<file path="src/rtl/alu_seq.sv">
// -----------------------------------------------------------------------------
// alu_seq -- 16-bit sequential add/sub(/compare) unit built around one shared
// 4-bit nibble adder. One nibble is processed per clock, least significant
// nibble first, with the carry chained through a carry register.
//
// Configuration macro:
//   ALU_SEQ_CMP_EN  when defined, op 3'b010 is compare (flags as sub, sum = 0);
//                   when undefined, op 3'b010 is illegal and no compare logic
//                   is built.
//
// Ports:
//   clk           sole clock, rising edge
//   rst           asynchronous reset, active-high
//   req_valid     request present
//   req_ready     block can accept a request (state == IDLE)
//   req_op[2:0]   000 add, 001 sub, 010 compare (optional), others illegal
//   req_a[15:0]   operand A
//   req_b[15:0]   operand B
//   rsp_valid     result present (state == DONE)
//   rsp_ready     consumer takes result
//   rsp_sum[15:0] result
//   rsp_carry     carry out of bit 15 (sub/compare: 1 = no borrow)
//   rsp_zero      result == 0
//   rsp_overflow  signed two's-complement overflow
//   rsp_err       illegal op
// -----------------------------------------------------------------------------
module alu_seq (
   input  logic        clk,
   input  logic        rst,
   input  logic        req_valid,
   output logic        req_ready,
   input  logic [2:0]  req_op,
   input  logic [15:0] req_a,
   input  logic [15:0] req_b,
   output logic        rsp_valid,
   input  logic        rsp_ready,
   output logic [15:0] rsp_sum,
   output logic        rsp_carry,
   output logic        rsp_zero,
   output logic        rsp_overflow,
   output logic        rsp_err
);

   typedef enum logic [1:0] {
      IDLE = 2'd0,
      RUN  = 2'd1,
      DONE = 2'd2
   } state_t;

   state_t      state_q, state_d;
   logic [1:0]  idx_q, idx_d;
   logic        carry_q, carry_d;
   logic [15:0] a_q, a_d;
   logic [15:0] b_q, b_d;       // B operand after the conditional inversion
   logic [15:0] res_q, res_d;   // result nibbles accumulated during RUN
   logic [15:0] sum_q, sum_d;
   logic        rc_q, rc_d;
   logic        zero_q, zero_d;
   logic        ovf_q, ovf_d;
   logic        err_q, err_d;
`ifdef ALU_SEQ_CMP_EN
   logic        cmp_q, cmp_d;
`endif

   // Request decode
   logic        op_legal;
   logic        op_sub_like;   // B inverted, carry-in 1
`ifdef ALU_SEQ_CMP_EN
   logic        op_cmp;
`endif

   always_comb begin
      op_legal    = 1'b0;
      op_sub_like = 1'b0;
`ifdef ALU_SEQ_CMP_EN
      op_cmp      = 1'b0;
`endif
      case (req_op)
         3'b000: op_legal = 1'b1;
         3'b001: begin
            op_legal    = 1'b1;
            op_sub_like = 1'b1;
         end
`ifdef ALU_SEQ_CMP_EN
         3'b010: begin
            op_legal    = 1'b1;
            op_sub_like = 1'b1;
            op_cmp      = 1'b1;
         end
`endif
         default: op_legal = 1'b0;
      endcase
   end

   // Nibble selection for the shared adder
   logic [3:0] a_nib_w [4];
   logic [3:0] b_nib_w [4];

   genvar gi;
   generate
      for (gi = 0; gi < 4; gi++) begin : g_nib
         assign a_nib_w[gi] = a_q[gi*4 +: 4];
         assign b_nib_w[gi] = b_q[gi*4 +: 4];
      end
   endgenerate

   logic [3:0]  a_nib, b_nib;
   logic [4:0]  nib_sum;
   logic [15:0] final_res;

   assign a_nib     = a_nib_w[idx_q];
   assign b_nib     = b_nib_w[idx_q];
   assign nib_sum   = {1'b0, a_nib} + {1'b0, b_nib} + {4'b0000, carry_q};
   // Only meaningful while idx_q == 3: top nibble fresh from the adder.
   assign final_res = {nib_sum[3:0], res_q[11:0]};

   always_comb begin
      state_d = state_q;
      idx_d   = idx_q;
      carry_d = carry_q;
      a_d     = a_q;
      b_d     = b_q;
      res_d   = res_q;
      sum_d   = sum_q;
      rc_d    = rc_q;
      zero_d  = zero_q;
      ovf_d   = ovf_q;
      err_d   = err_q;
`ifdef ALU_SEQ_CMP_EN
      cmp_d   = cmp_q;
`endif
      case (state_q)
         IDLE: begin
            if (req_valid) begin
               a_d     = req_a;
               b_d     = op_sub_like ? ~req_b : req_b;
               carry_d = op_sub_like;
               idx_d   = 2'd0;
`ifdef ALU_SEQ_CMP_EN
               cmp_d   = op_cmp;
`endif
               if (op_legal) begin
                  state_d = RUN;
               end else begin
                  // Illegal op skips RUN and reports straight away.
                  state_d = DONE;
                  sum_d   = 16'h0000;
                  rc_d    = 1'b0;
                  zero_d  = 1'b0;
                  ovf_d   = 1'b0;
                  err_d   = 1'b1;
               end
            end
         end
         RUN: begin
            res_d[idx_q*4 +: 4] = nib_sum[3:0];
            carry_d             = nib_sum[4];
            idx_d               = idx_q + 2'd1;
            if (idx_q == 2'd3) begin
               state_d = DONE;
               rc_d    = nib_sum[4];
               zero_d  = (final_res == 16'h0000);
               ovf_d   = (a_q[15] == b_q[15]) && (nib_sum[3] != a_q[15]);
               err_d   = 1'b0;
`ifdef ALU_SEQ_CMP_EN
               sum_d   = cmp_q ? 16'h0000 : final_res;
`else
               sum_d   = final_res;
`endif
            end
         end
         DONE: begin
            if (rsp_ready) begin
               state_d = IDLE;
            end
         end
         default: state_d = IDLE;
      endcase
   end

   always_ff @(posedge clk or posedge rst) begin
      if (rst) begin
         state_q <= IDLE;
      end else begin
         state_q <= state_d;
      end
   end

   always_ff @(posedge clk or posedge rst) begin
      if (rst) begin
         idx_q   <= 2'd0;
         carry_q <= 1'b0;
         a_q     <= 16'h0000;
         b_q     <= 16'h0000;
         res_q   <= 16'h0000;
         sum_q   <= 16'h0000;
         rc_q    <= 1'b0;
         zero_q  <= 1'b0;
         ovf_q   <= 1'b0;
         err_q   <= 1'b0;
`ifdef ALU_SEQ_CMP_EN
         cmp_q   <= 1'b0;
`endif
      end else begin
         idx_q   <= idx_d;
         carry_q <= carry_d;
         a_q     <= a_d;
         b_q     <= b_d;
         res_q   <= res_d;
         sum_q   <= sum_d;
         rc_q    <= rc_d;
         zero_q  <= zero_d;
         ovf_q   <= ovf_d;
         err_q   <= err_d;
`ifdef ALU_SEQ_CMP_EN
         cmp_q   <= cmp_d;
`endif
      end
   end

   assign req_ready    = (state_q == IDLE);
   assign rsp_valid    = (state_q == DONE);
   assign rsp_sum      = sum_q;
   assign rsp_carry    = rc_q;
   assign rsp_zero     = zero_q;
   assign rsp_overflow = ovf_q;
   assign rsp_err      = err_q;

endmodule

</file>
<file path="config.mk">
export PLATFORM = sky130hd
export DESIGN_NAME = alu_seq
export DESIGN_NICKNAME = d
export VERILOG_FILES = /design/src/rtl/alu_seq.sv
export SDC_FILE = /design/constraint.sdc
export NUM_CORES = 1
export LEC_CHECK = 0
export BUFFER_PORTS_ARGS = -buffer_cell sky130_fd_sc_hd__buf_4
export CORE_MARGIN = 3
export CORE_UTILIZATION = 50
export DETAILED_ROUTE_END_ITERATION = 8
export PLACE_DENSITY = 0.76
export SLEW_MARGIN = 20
export SYNTH_ARGS = -nofsm -noshare
export SYNTH_HDL_FRONTEND = slang
export SYNTH_SLANG_ARGS = --single-unit
</file>
<file path="constraint.sdc">
create_clock -name clk -period 2.7 [get_ports clk]
set_input_delay 0.135 -clock clk [delete_from_list [all_inputs] [get_ports clk]]
set_output_delay 0.135 -clock clk [all_outputs]
set_load 0.02 [all_outputs]
</file>
# Word-level counts from Yosys, hierarchy flattened
# Index checks and enable logic that the tools add are counted.
# op_classes
shift	2
mux	35
eq_ne	10
n_bitwise	2
n_reduce_logical	10
n_lt_le_gt_ge	1
addsub	4
# ops
op	count
16-bit two-way mux	4
4-bit negation with 34-bit output	1
4-bit by 34-bit variable shift with 16-bit output, first input constant	1
4-bit by 34-bit variable part select with 16-bit output	1
16-bit case mux with 2 select lines	1
4-bit binary-select mux with 2-bit select	2
16-bit bitwise mux	1
16-bit zero test	1
4-bit two-way mux	4
16-bit inverter	1
1-bit two-way mux	11
2-bit two-way mux	5
1-bit case mux with 2 select lines	5
2-bit inequality test, second input constant	3
2-bit case mux with 3 select lines	1
4-bit by 4-bit adder with 5-bit output	1
5-bit by 1-bit adder with 5-bit output	1
2-bit == test, second input constant	2
2-bit case mux with 2 select lines	1
2-bit AND reduction	2
4-bit AND reduction	1
3-bit by 1-bit == test with 1-bit output, second input constant	1
3-bit >= comparator, second input constant	1
3-bit zero test	1
11 further kinds	11
# word_totals
wordCells	75
in_bits	39
output_inout_bits	22
reg_bits	73

# Depth between registers and ports, before layout
# Gate-level depths: netlist (run 1).
# logic_depth
word_depth	10
depth_mapped	10
mapped_depth_nobuf	9

# Worst setup path after synthesis (run 1)
# OpenSTA, ideal clock, no wires.
# synth_timing
path_kind	flip-flop to flip-flop
start	register idx_q[0]
end	register zero_q, in the netlist rsp_zero
path_stages_with_launch	10
t_arrival_ns	2.534
n_path_buf	1
setup_ns	0.095
path_slack_ns	0.071
period_less_slack_ns	2.629
required_ns	2.605
cell_sequence	dfrtp_1 > buf_4 > mux4_2 > inv_1 > fa_1 > fa_1 > nand3_1 > nor4_1 > nand4_1 > o31ai_1
# synth_via
elab_chain_cells	9
word_cells_on_any_way	15
cone_classes	2 x add/sub; 2 x eq/ne; 8 x mux; 1 x bitwise; 2 x reduce/logical
# synth_rtl
item	line_no	source
start: declaration	51	logic [1:0] idx_q, idx_d;
start signal: assignment	205	idx_q <= idx_d;
2-bit inverter with 3-bit output (implied by the code)	111, 112	
4-bit binary-select mux with 2-bit select (on tied branches)	111, 112	
4-bit two-way mux (on tied branches) (2 in series)	111, 112	
4-bit by 4-bit adder with 5-bit output	113	assign nib_sum = {1'b0, a_nib} + {1'b0, b_nib} + {4'b0000, carry_q};
5-bit by 1-bit adder with 5-bit output	113	
16-bit zero test	162	zero_d = (final_res == 16'h0000);
1-bit two-way mux	159	if (idx_q == 2'd3) begin
1-bit case mux with 2 select lines	132	case (state_q)
end signal: assignment	212	zero_q <= zero_d;
end: declaration	58	logic zero_q, zero_d;
# Parallel ways exist; a longest one is shown, timed or not. The select of a mux whose other input is x is not followed.
# A chain may end at the register's enable or synchronous reset.

# Worst setup path in the final report (run 1)
# Ends and elaborated chain as after synthesis.

==> flow_metrics.env, run 1 <==
export IMPL_drt_first_pass_iters=4
export IMPL_routed_wl_mm=6.92
export IMPL_insertion_delay_ns=0.35
export IMPL_startpoint="idx_q[0]$_DFFE_PP0P_"
export IMPL_start_kind="register"
export IMPL_postRouteAntennaNets=0
export IMPL_gp_congestion=0.816
export IMPL_die_x_um=86.8
export IMPL_placed_cell_area_um2=3770
export IMPL_die_h_um=86.8
export IMPL_grt_pass1_wl_mm=11.4
export IMPL_vias=2295
export IMPL_setup_viol=0
export IMPL_ys_seq_area_share_pct=52.8
export IMPL_drive_above_1_share_pct=29.9
export IMPL_hold_violations=0
export IMPL_cts_repair_timing_setup_buffer_count=0
export IMPL_rows=28
export IMPL_rr_worst_depth=7
export IMPL_fin_setup_tns_ns=0
export IMPL_grt_antenna_before_repair=0
export IMPL_skew_ns=0.00597
export IMPL_ys_warn_count=0
export IMPL_clockBufferDepth=2
export IMPL_rsz0062_at_grt="false"
export IMPL_maxCapViolations=0
export IMPL_die_area_um2=7540
export IMPL_gr_total_overflow=0
export IMPL_synth_cells=277
export IMPL_slew_limit_headroom_pct=51.4
export IMPL_cts_root_buffer="clkbuf_8"
export IMPL_hold_worst_slack_ns=0.00929
export IMPL_power_leakage_nw=1.85
export IMPL_fin_crit_sh_pct=94.7
export IMPL_top_usage_layer="met2"
export IMPL_drc=0
export IMPL_use_met1_pct=25.8
export IMPL_yosys_cell_types_count=42
export IMPL_synth_seq_cells=69
export IMPL_synth_ff_type="dfrtp_1"
export IMPL_initial_utilization_pct=53.3
export IMPL_port_buffers=60
export IMPL_cts_buffers=9
export IMPL_min_from="req_a[13]"
export IMPL_final_area_um2=4110
export IMPL_ioPinCount=61
export IMPL_async_flop_share_pct=100
export IMPL_path_max_fanout=5
export IMPL_end_kind="register"
export IMPL_grt_usage_pct=19.8
export IMPL_worst_pin_slew_ns=0.728
export IMPL_synthesis_area_um2=3270
export IMPL_powerDensity_nw_per_um2=1080
export IMPL_clock_sinks=69
export IMPL_status="completed"
export IMPL_grt_use_met2_pct=32.3
export IMPL_drt_iter0_drc=156
export IMPL_path_class="register to register"
export IMPL_grt_pass1_vias=2327
export IMPL_clkTransAtPathRegs_ns=0.07
export IMPL_cts_tree="yes"
export IMPL_synth_edf_count=0
export IMPL_dp_hpwl_mm=4.97
export IMPL_syn_to_final_growth_pct=25.7
export IMPL_worstHoldPathType="primary input to register"
export IMPL_report_final_slew_viol_count=0
export IMPL_peakVddDrop_v=0.000667
export IMPL_htree_levels=3
export IMPL_syn_area_per_cell_um2=11.8
export IMPL_r2r_start="idx_q[0]$_DFFE_PP0P_"
export IMPL_routedWlPerCell_um=16.1
export IMPL_required_ns=2.95
export IMPL_vias_per_cell=5.35
export IMPL_period_needed_ns=2.56
export IMPL_coreArea_um2=6130
export IMPL_diodes=0
export IMPL_syn_nets=326
export IMPL_min_path_cells=2
export IMPL_fin_nets=398
export IMPL_timing_fmax_mhz=391
export IMPL_worstPathArrival_ns=2.81
export IMPL_grt_start_max_net_pins=49
export IMPL_globalRouteMet3Util_pct=5.32
==> flip-flops by register name, summed over array words and instances (netlist names) <==
| name | flops |
|---|---|
| res_q | 12 |
| state_q | 2 |
| a_q | 16 |
| carry_q | 1 |
| rsp_carry | 1 |
| idx_q | 2 |
| rsp_err | 1 |
| rsp_zero | 1 |
| rsp_overflow | 1 |
| rsp_sum | 16 |
| b_q | 16 |
==> critical path, cell delays in order, from the launching register on <==
cell and delay [ns]:
dfrtp_1 0.43, mux4_2 0.36, inv_1 0.05, fa_1 0.45, fa_1 0.42, xor2_1 0.39, nand4_1 0.13, o31ai_1 0.22
==> through the flow <==
stage               power (mW)  utilization (%)  worst slack [ns]  cells
floorplan                 2.85                -            0.0709    277
global placement          3.31             61.5             0.252    404
detailed placement        3.41             61.5             0.158    404
CTS                       4.45             66.9             0.136    429
global route              4.71             67.0           0.00296    429
finish                    4.42             67.0             0.144    429
==> repair_timing <==
action | 4_1_cts | 5_1_grt
hold endpoints to repair | 42 | 0
endpoints found under the setup margin | 0 | 1
hold buffers | 9 | 0
resized for setup | 0 | 1
==> routing by layer <==
layer | up-vias | part of all wire (%) | wire (µm)
met5 | - | 0 | 0
met4 | 0 | 1.0 | 72
met3 | 9 | 5.0 | 343
met2 | 60 | 51 | 3500
met1 | 1119 | 43 | 3000
li1 | 1107 | - | -
==> path summary, 6_finish.rpt <==
check,to,slack [ns]
hold reg to reg,a_q[1]$_DFFE_PP0P_,0.49
min in group asynchronous,a_q[5]$_DFFE_PP0P_,0.48
setup / recovery,rsp_zero$_DFFE_PP0P_,0.14
setup reg to reg,rsp_zero$_DFFE_PP0P_,0.14
hold / removal,a_q[13]$_DFFE_PP0P_,0.009
max in group asynchronous,res_q[3]$_DFFE_PP0P_,1.59
==> where the power goes <==
| group | internal, mW | leakage [nW] | switching [mW] |
|---|---|---|---|
| sequential | 1.31 | 0.865 | 0.199 |
| combinational | 0.801 | 0.868 | 1.08 |
| clock | 0.638 | 0.121 | 0.389 |
==> logic make-up (layout without fill, tap and decap cells) <==
logic type | after synthesis | in the layout | share of synthesized area, %
flip-flops | 69 | 69 | 52.8
AND/OR/NAND/NOR | 68 | 68 | 9.84
AO/OA/AOI/OAI | 61 | 61 | 11.9
multiplexers | 26 | 26 | 11.7
buffers and inverters | 25 | 102 | 4.40
XOR/XNOR | 18 | 18 | 5.05
adder cells (fa/ha/maj) | 10 | 10 | 4.29
==> area by class of cell <==
cell class / instances / area [µm²]
flip-flops and latches: 69 / 1730
multi-input cells: 183 / 1410
clock inverters: 4 / 95.1
clock buffers: 12 / 145
inverters: 11 / 41.3
well taps: 75 / 93.8
repair buffers: 75 / 598
fillers: 499 / 2020
==> Yosys cell counts (2+ instances only) <==
cell / count / share of area [%]
nor2_2: 2 / 0.38
o21ai_0: 10 / 1.5
o21ai_1: 8 / 1.2
o21ai_2: 4 / 1.1
o31ai_1: 2 / 0.46
nand4_1: 2 / 0.38
a21oi_1: 19 / 2.9
buf_2: 4 / 0.61
nand2_1: 27 / 3.1
xnor2_1: 16 / 4.3
dfrtp_1: 69 / 53
mux2_1: 16 / 5.5
inv_1: 9 / 1.0
fa_1: 2 / 1.2
ha_1: 8 / 3.1
mux4_2: 8 / 5.5
buf_4: 6 / 1.4
nor2_1: 22 / 2.5
a22o_1: 15 / 4.0
buf_6: 3 / 1.0
nor4_1: 3 / 0.57
inv_2: 2 / 0.23
==> cells in the final DEF (no fill, tap or decap), types with 2 or more instances in the layout <==
| cell | count |
|---|---|
| o21ai_2 | 4 |
| inv_1 | 8 |
| clkbuf_1 | 2 |
| o21ai_0 | 10 |
| clkbuf_8 | 10 |
| dlygate4sd3_1 | 9 |
| inv_2 | 3 |
| mux4_2 | 8 |
| o21ai_1 | 8 |
| xnor2_1 | 16 |
| a22o_1 | 15 |
| fa_1 | 2 |
| ha_1 | 8 |
| nand4_1 | 2 |
| a21oi_1 | 19 |
| dfrtp_1 | 69 |
| bufinv_16 | 3 |
| nor4_1 | 2 |
| o31ai_1 | 2 |
| nand2_1 | 27 |
| buf_4 | 65 |
| nor2_2 | 2 |
| mux2_1 | 16 |
| nor2_1 | 22 |
Power figures use the tool's default switching activity.
==> inputs of run 2 (changes only) <==
RECOVER_POWER = 100   (was default)
==> flow_metrics.env, run 2 (synthesized netlist as in run 1, its figures left out) <==
export IMPL_status="completed"
export IMPL_worstPathArrival_ns=2.82
export IMPL_drive_above_1_share_pct=21.8
export IMPL_routedWlPerCell_um=16.1
export IMPL_report_final_slew_viol_count=0
export IMPL_coreArea_um2=6130
export IMPL_initial_utilization_pct=53.3
export IMPL_critical_path_top_delay_family="adder cells"
export IMPL_end_kind="register"
export IMPL_skew_ns=0.00601
export IMPL_gp_congestion=0.816
export IMPL_routed_wl_mm=6.91
export IMPL_p_total_mw=4.35
export IMPL_clkTransAtPathRegs_ns=0.07
export IMPL_p_int_mw=2.69
export IMPL_insertion_delay_ns=0.35
export IMPL_worst_path_max_delay_cell="fa_1"
export IMPL_gr_total_overflow=0
export IMPL_die_x_um=86.8
export IMPL_vias=2296
export IMPL_crit_buf_inv=1
export IMPL_worst_pin_slew_ns=1.25
export IMPL_fin_crit_sh_pct=95.1
export IMPL_fin_setup_tns_ns=0
export IMPL_rsz0062_at_grt="false"
export IMPL_fin_util_pct=65.2
export IMPL_fin_nets=398
export IMPL_drc=0
export IMPL_clock_sinks=69
export IMPL_rows=28
export IMPL_clkPwrFrac_pct=23.6
export IMPL_slowest_delay_ns=0.45
export IMPL_cts_root_buffer="clkbuf_8"
export IMPL_path_class="register to register"
export IMPL_dp_cells=404
export IMPL_cts_repair_timing_setup_buffer_count=0
export IMPL_cts_tree="yes"
export IMPL_swShare_pct=38.1
export IMPL_peakVddDrop_v=0.000641
export IMPL_die_area_um2=7540
export IMPL_grt_start_max_net_pins=49
export IMPL_maxCapViolations=0
export IMPL_pwr_share_comb_pct=41.7
export IMPL_pwr_share_seq_pct=34.7
export IMPL_grt_use_met2_pct=32.3
export IMPL_worstHoldPathType="primary input to register"
export IMPL_globalRouteMet3Util_pct=5.32
export IMPL_drt_iter0_drc=113
export IMPL_timing_fmax_mhz=390
export IMPL_fin_cells=429
export IMPL_final_common_cell="dfrtp_1"
export IMPL_power_leakage_nw=1.76
export IMPL_start_kind="register"
export IMPL_cts_buffers=9
export IMPL_die_h_um=86.8
export IMPL_required_ns=2.95
export IMPL_ioPinCount=61
export IMPL_vias_per_cell=5.35
export IMPL_postRouteAntennaNets=0
export IMPL_powerDensity_nw_per_um2=1090
export IMPL_port_buffers=60
export IMPL_grt_pass1_wl_mm=11.4
export IMPL_grt_usage_pct=19.8
export IMPL_hold_violations=0
export IMPL_use_met1_pct=25.8
export IMPL_path_cells="mux4_2 > inv_1 > fa_1 > fa_1 > xor2_1 > nand4_1 > o31ai_1"
export IMPL_grt_pass1_vias=2327
export IMPL_setup_viol=0
export IMPL_grt_antenna_before_repair=0
export IMPL_period_needed_ns=2.57
export IMPL_top_usage_layer="met2"
export IMPL_htree_levels=3
export IMPL_path_max_fanout=5
export IMPL_slew_limit_headroom_pct=16.4
export IMPL_p_switching_mw=1.66
export IMPL_drt_first_pass_iters=5
export IMPL_dp_hpwl_mm=4.97
export IMPL_diodes=0
export IMPL_clockBufferDepth=2
export IMPL_syn_to_final_growth_pct=22.3
export IMPL_final_cell_mix="dfrtp_1 (69), buf_4 (42), nand2_1 (27), nor2_1 (24), clkbuf_1 (24)"
export IMPL_cpMostUsedCell="fa_1"
## run 2: changes by cell type in the layout (fill, tap and decap cells not counted), moves of 2 or more
cell,previous run,this run
clkbuf_1,2,24
o21ai_1,8,6
inv_2,3,0
nor2_1,22,24
inv_1,8,11
buf_4,65,42
o21ai_0,10,12
nor2_2,2,0
## run 2: worst register-to-register path, cell delays in order, from the launching register on
cell	delay (ns)
dfrtp_1	0.43
mux4_2	0.36
inv_1	0.05
fa_1	0.45
fa_1	0.42
xor2_1	0.40
nand4_1	0.13
o31ai_1	0.23
## run 2: area by class of cell
type,count,area (µm²)
fill,510,2130
tap,75,93.8
sequential,69,1730
clock inverter,4,95.1
clock buffer,12,145
multi-input combinational,183,1400
timing repair buffer,75,500
inverter,11,41.3
## run 2: stage by stage
step	area, µm²	hold WS (ns)	worst slack, ns
floorplan	3270	0.270	0.0709
finish	4000	0.00747	0.133
CTS	4100	0.000312	0.136
detailed placement	3770	0.314	0.158
global route	4000	0.00700	0.00557
global placement	3770	0.301	0.252
## run 2: power by group through the flow
stage / sequential [mW] / clock, mW / combinational [mW]
after floorplan: 1.46 / 0 / 1.39
after global placement: 1.52 / 0 / 1.79
after detailed placement: 1.53 / 0 / 1.87
after CTS: 1.52 / 1.04 / 1.89
after global routing: 1.54 / 1.08 / 2.01
final: 1.51 / 1.03 / 1.81
## run 2: per-layer routing
metal / routed length (µm) / vias up
li1: - / 1109
met1: 2990 / 1128
met2: 3530 / 53
met3: 337 / 6
met4: 63 / 0
met5: 0 / -
## run 2: worst paths after layout
check,depth (start not counted),from,slack [ns],endpoint
setup / recovery,7,idx_q[0]$_DFFE_PP0P_,0.13,rsp_zero$_DFFE_PP0P_
hold / removal,2,req_a[13],0.007,a_q[13]$_DFFE_PP0P_
setup reg to reg,7,idx_q[0]$_DFFE_PP0P_,0.13,rsp_zero$_DFFE_PP0P_
hold reg to reg,1,a_q[1]$_DFFE_PP0P_,0.49,a_q[1]$_DFFE_PP0P_
max in group asynchronous,4,rst,0.52,state_q[0]$_DFFE_PP0P_
min in group asynchronous,3,rst,0.69,a_q[5]$_DFFE_PP0P_
## run 2: timing repair
item / CTS / global route
resized for setup: 0 / 1
hold buffers: 9 / 0
setup endpoints to repair: 0 / 1
endpoints found under the hold margin: 42 / 0
==> inputs of run 3 (changes only) <==
CORE_UTILIZATION = 55   (was 50)
PLACE_DENSITY = 0.79   (was 0.76)
clock period = 3 ns   (was 2.7 ns; I/O delays follow)
==> flow_metrics.env, run 3 (synthesized netlist as in run 1, its figures left out) <==
export IMPL_swShare_pct=37.8
export IMPL_ioPinCount=61
export IMPL_setup_viol=0
export IMPL_clock_sinks=69
export IMPL_r2r_start="idx_q[0]$_DFFE_PP0P_"
export IMPL_violations="max-capacitance violations, max-slew violations"
export IMPL_power_leakage_nw=1.70
export IMPL_die_h_um=83.1
export IMPL_startpoint="idx_q[0]$_DFFE_PP0P_"
export IMPL_fin_cells=415
export IMPL_path_cells="buf_4 > mux4_2 > ha_1 > a21oi_1 > o21ai_0 > xor2_1 > inv_1 > o21ai_0"
export IMPL_rr_worst_depth=8
export IMPL_top_usage_layer="met2"
export IMPL_port_buffers=60
export IMPL_hold_violations=0
export IMPL_slew_limit_headroom_pct=-9.63
export IMPL_clockBufferDepth=2
export IMPL_rows=27
export IMPL_grt_start_max_net_pins=49
export IMPL_diodes=0
export IMPL_p_int_mw=2.29
export IMPL_vias_per_cell=5.53
export IMPL_worstPathArrival_ns=2.92
export IMPL_grt_usage_pct=21.5
export IMPL_powerDensity_nw_per_um2=957
export IMPL_final_cell_mix="dfrtp_1 (69), buf_4 (42), nand2_1 (27), nor2_1 (24), clkbuf_1 (21)"
export IMPL_slowest_delay_ns=0.53
export IMPL_skew_ns=0.0108
export IMPL_path_class="register to register"
export IMPL_pwr_share_seq_pct=37.2
export IMPL_gp_congestion=0.859
export IMPL_cts_root_buffer="clkbuf_8"
export IMPL_dp_cells=400
export IMPL_timing_rr_end="res_q[3]$_DFFE_PP0P_"
export IMPL_drt_first_pass_iters=4
export IMPL_cpMostUsedCell="o21ai_0"
export IMPL_drive_above_1_share_pct=21.0
export IMPL_fin_nets=389
export IMPL_die_x_um=83.1
export IMPL_grt_pass1_vias=2421
export IMPL_timing_fmax_mhz=375
export IMPL_coreArea_um2=5640
export IMPL_gr_total_overflow=0
export IMPL_final_common_cell="dfrtp_1"
export IMPL_grt_pass1_wl_mm=12.0
export IMPL_end_kind="register"
export IMPL_pwr_share_comb_pct=40.5
export IMPL_syn_to_final_growth_pct=18.0
export IMPL_path_max_fanout=11
export IMPL_grt_use_met2_pct=36.9
export IMPL_routedWlPerCell_um=16.7
export IMPL_r2r_slack_ns=0.33
export IMPL_worst_path_max_delay_cell="mux4_2"
export IMPL_dp_hpwl_mm=5.06
export IMPL_worst_pin_slew_ns=1.64
export IMPL_drc=0
export IMPL_min_path_cells=2
export IMPL_peakVddDrop_v=0.000478
export IMPL_cts_tree="yes"
export IMPL_place_worst_setup_slack_ns=0.342
export IMPL_maxCapViolations=1
export IMPL_worstSetupEndpoint="res_q[3]$_DFFE_PP0P_"
export IMPL_insertion_delay_ns=0.33
export IMPL_status="finished with violations"
export IMPL_die_area_um2=6900
export IMPL_cts_buffers=9
export IMPL_period_needed_ns=2.67
export IMPL_clkPwrFrac_pct=22.3
export IMPL_post_cts_resized=0
export IMPL_use_met1_pct=27.3
export IMPL_ctsHoldBuffers=1
export IMPL_htree_levels=3
export IMPL_rsz0062_at_grt="false"
export IMPL_cts_repair_timing_setup_buffer_count=0
export IMPL_clkTransAtPathRegs_ns=0.07
export IMPL_grt_antenna_before_repair=0
export IMPL_fin_crit_sh_pct=88.9
export IMPL_start_kind="register"
export IMPL_fin_setup_tns_ns=0
export IMPL_report_final_slew_viol_count=49
export IMPL_drt_iter0_drc=98
export IMPL_globalRouteMet3Util_pct=5.26
export IMPL_fin_ws_ns=0.332
export IMPL_final_area_um2=3860
export IMPL_p_total_mw=3.69
export IMPL_initial_utilization_pct=57.9
export IMPL_worstHoldPathType="primary input to register"
export IMPL_required_ns=3.25
export IMPL_vias=2297
export IMPL_placed_cell_area_um2=3750
export IMPL_routed_wl_mm=6.95
export IMPL_p_switching_mw=1.40
export IMPL_postRouteAntennaNets=0
run 3: cell types whose count changed in the layout (fill, tap and decap cells not counted), moves of 3 or more:
| cell | change |
|---|---|
| dlygate4sd3_1 | -8 |
| o21ai_0 | +4 |
| clkbuf_1 | -3 |
| o21ai_2 | -3 |
run 3: stage by stage:
stage                     utilization [%]  hold slack (ns)
after global routing                 68.4           0.0213
final                                68.4           0.0250
after detailed placement             66.4            0.138
after floorplan                         -            0.285
after global placement               66.4            0.127
after CTS                            70.4           0.0221
run 3: area by class of cell:
| cell class | instances | area (µm²) |
|---|---|---|
| clock buffers | 10 | 138 |
| clock inverters | 4 | 73.8 |
| fillers | 433 | 1780 |
| inverters | 11 | 41.3 |
| multi-input cells | 183 | 1370 |
| flip-flops and latches | 69 | 1730 |
| well taps | 72 | 90.1 |
| repair buffers | 66 | 417 |
run 3: layer usage:
layer | wire length (µm) | vias to the layer above
li1 | - | 1087
met1 | 3000 | 1143
met2 | 3560 | 59
met3 | 320 | 8
met4 | 74 | 0
met5 | 0 | -
run 3: worst max-delay path: cells and delay by family (launching register included):
| kind | cells | cell delay (ns) |
|---|---|---|
| multiplexers | 1 | 0.53 |
| XOR/XNOR | 1 | 0.27 |
| adder cells (fa/ha/maj) | 1 | 0.37 |
| flip-flops | 1 | 0.50 |
| AO/OA/AOI/OAI | 3 | 0.50 |
| buffers and inverters | 2 | 0.44 |
run 3: worst min-delay path by stage:
| stage | slack, ns | to | from |
|---|---|---|---|
| final | 0.03 | a_q[11]$_DFFE_PP0P_ | req_a[11] |
| after detailed placement | 0.14 | a_q[5]$_DFFE_PP0P_ | rst |
| after floorplan | 0.28 | a_q[10]$_DFFE_PP0P_ | req_a[10] |
| after global placement | 0.13 | a_q[5]$_DFFE_PP0P_ | rst |
| after CTS | 0.02 | a_q[11]$_DFFE_PP0P_ | req_a[11] |
| after global routing | 0.02 | a_q[2]$_DFFE_PP0P_ | req_a[2] |
run 3: power groups by stage:
stage	Clock (mW)	Sequential (mW)	Combinational, mW
6_report	0.822	1.37	1.49
5_1_grt	0.885	1.41	1.67
4_1_cts	0.831	1.38	1.61
3_5_place_dp	0	1.39	1.59
3_3_place_gp	0	1.38	1.52
2_1_floorplan	0	1.31	1.26
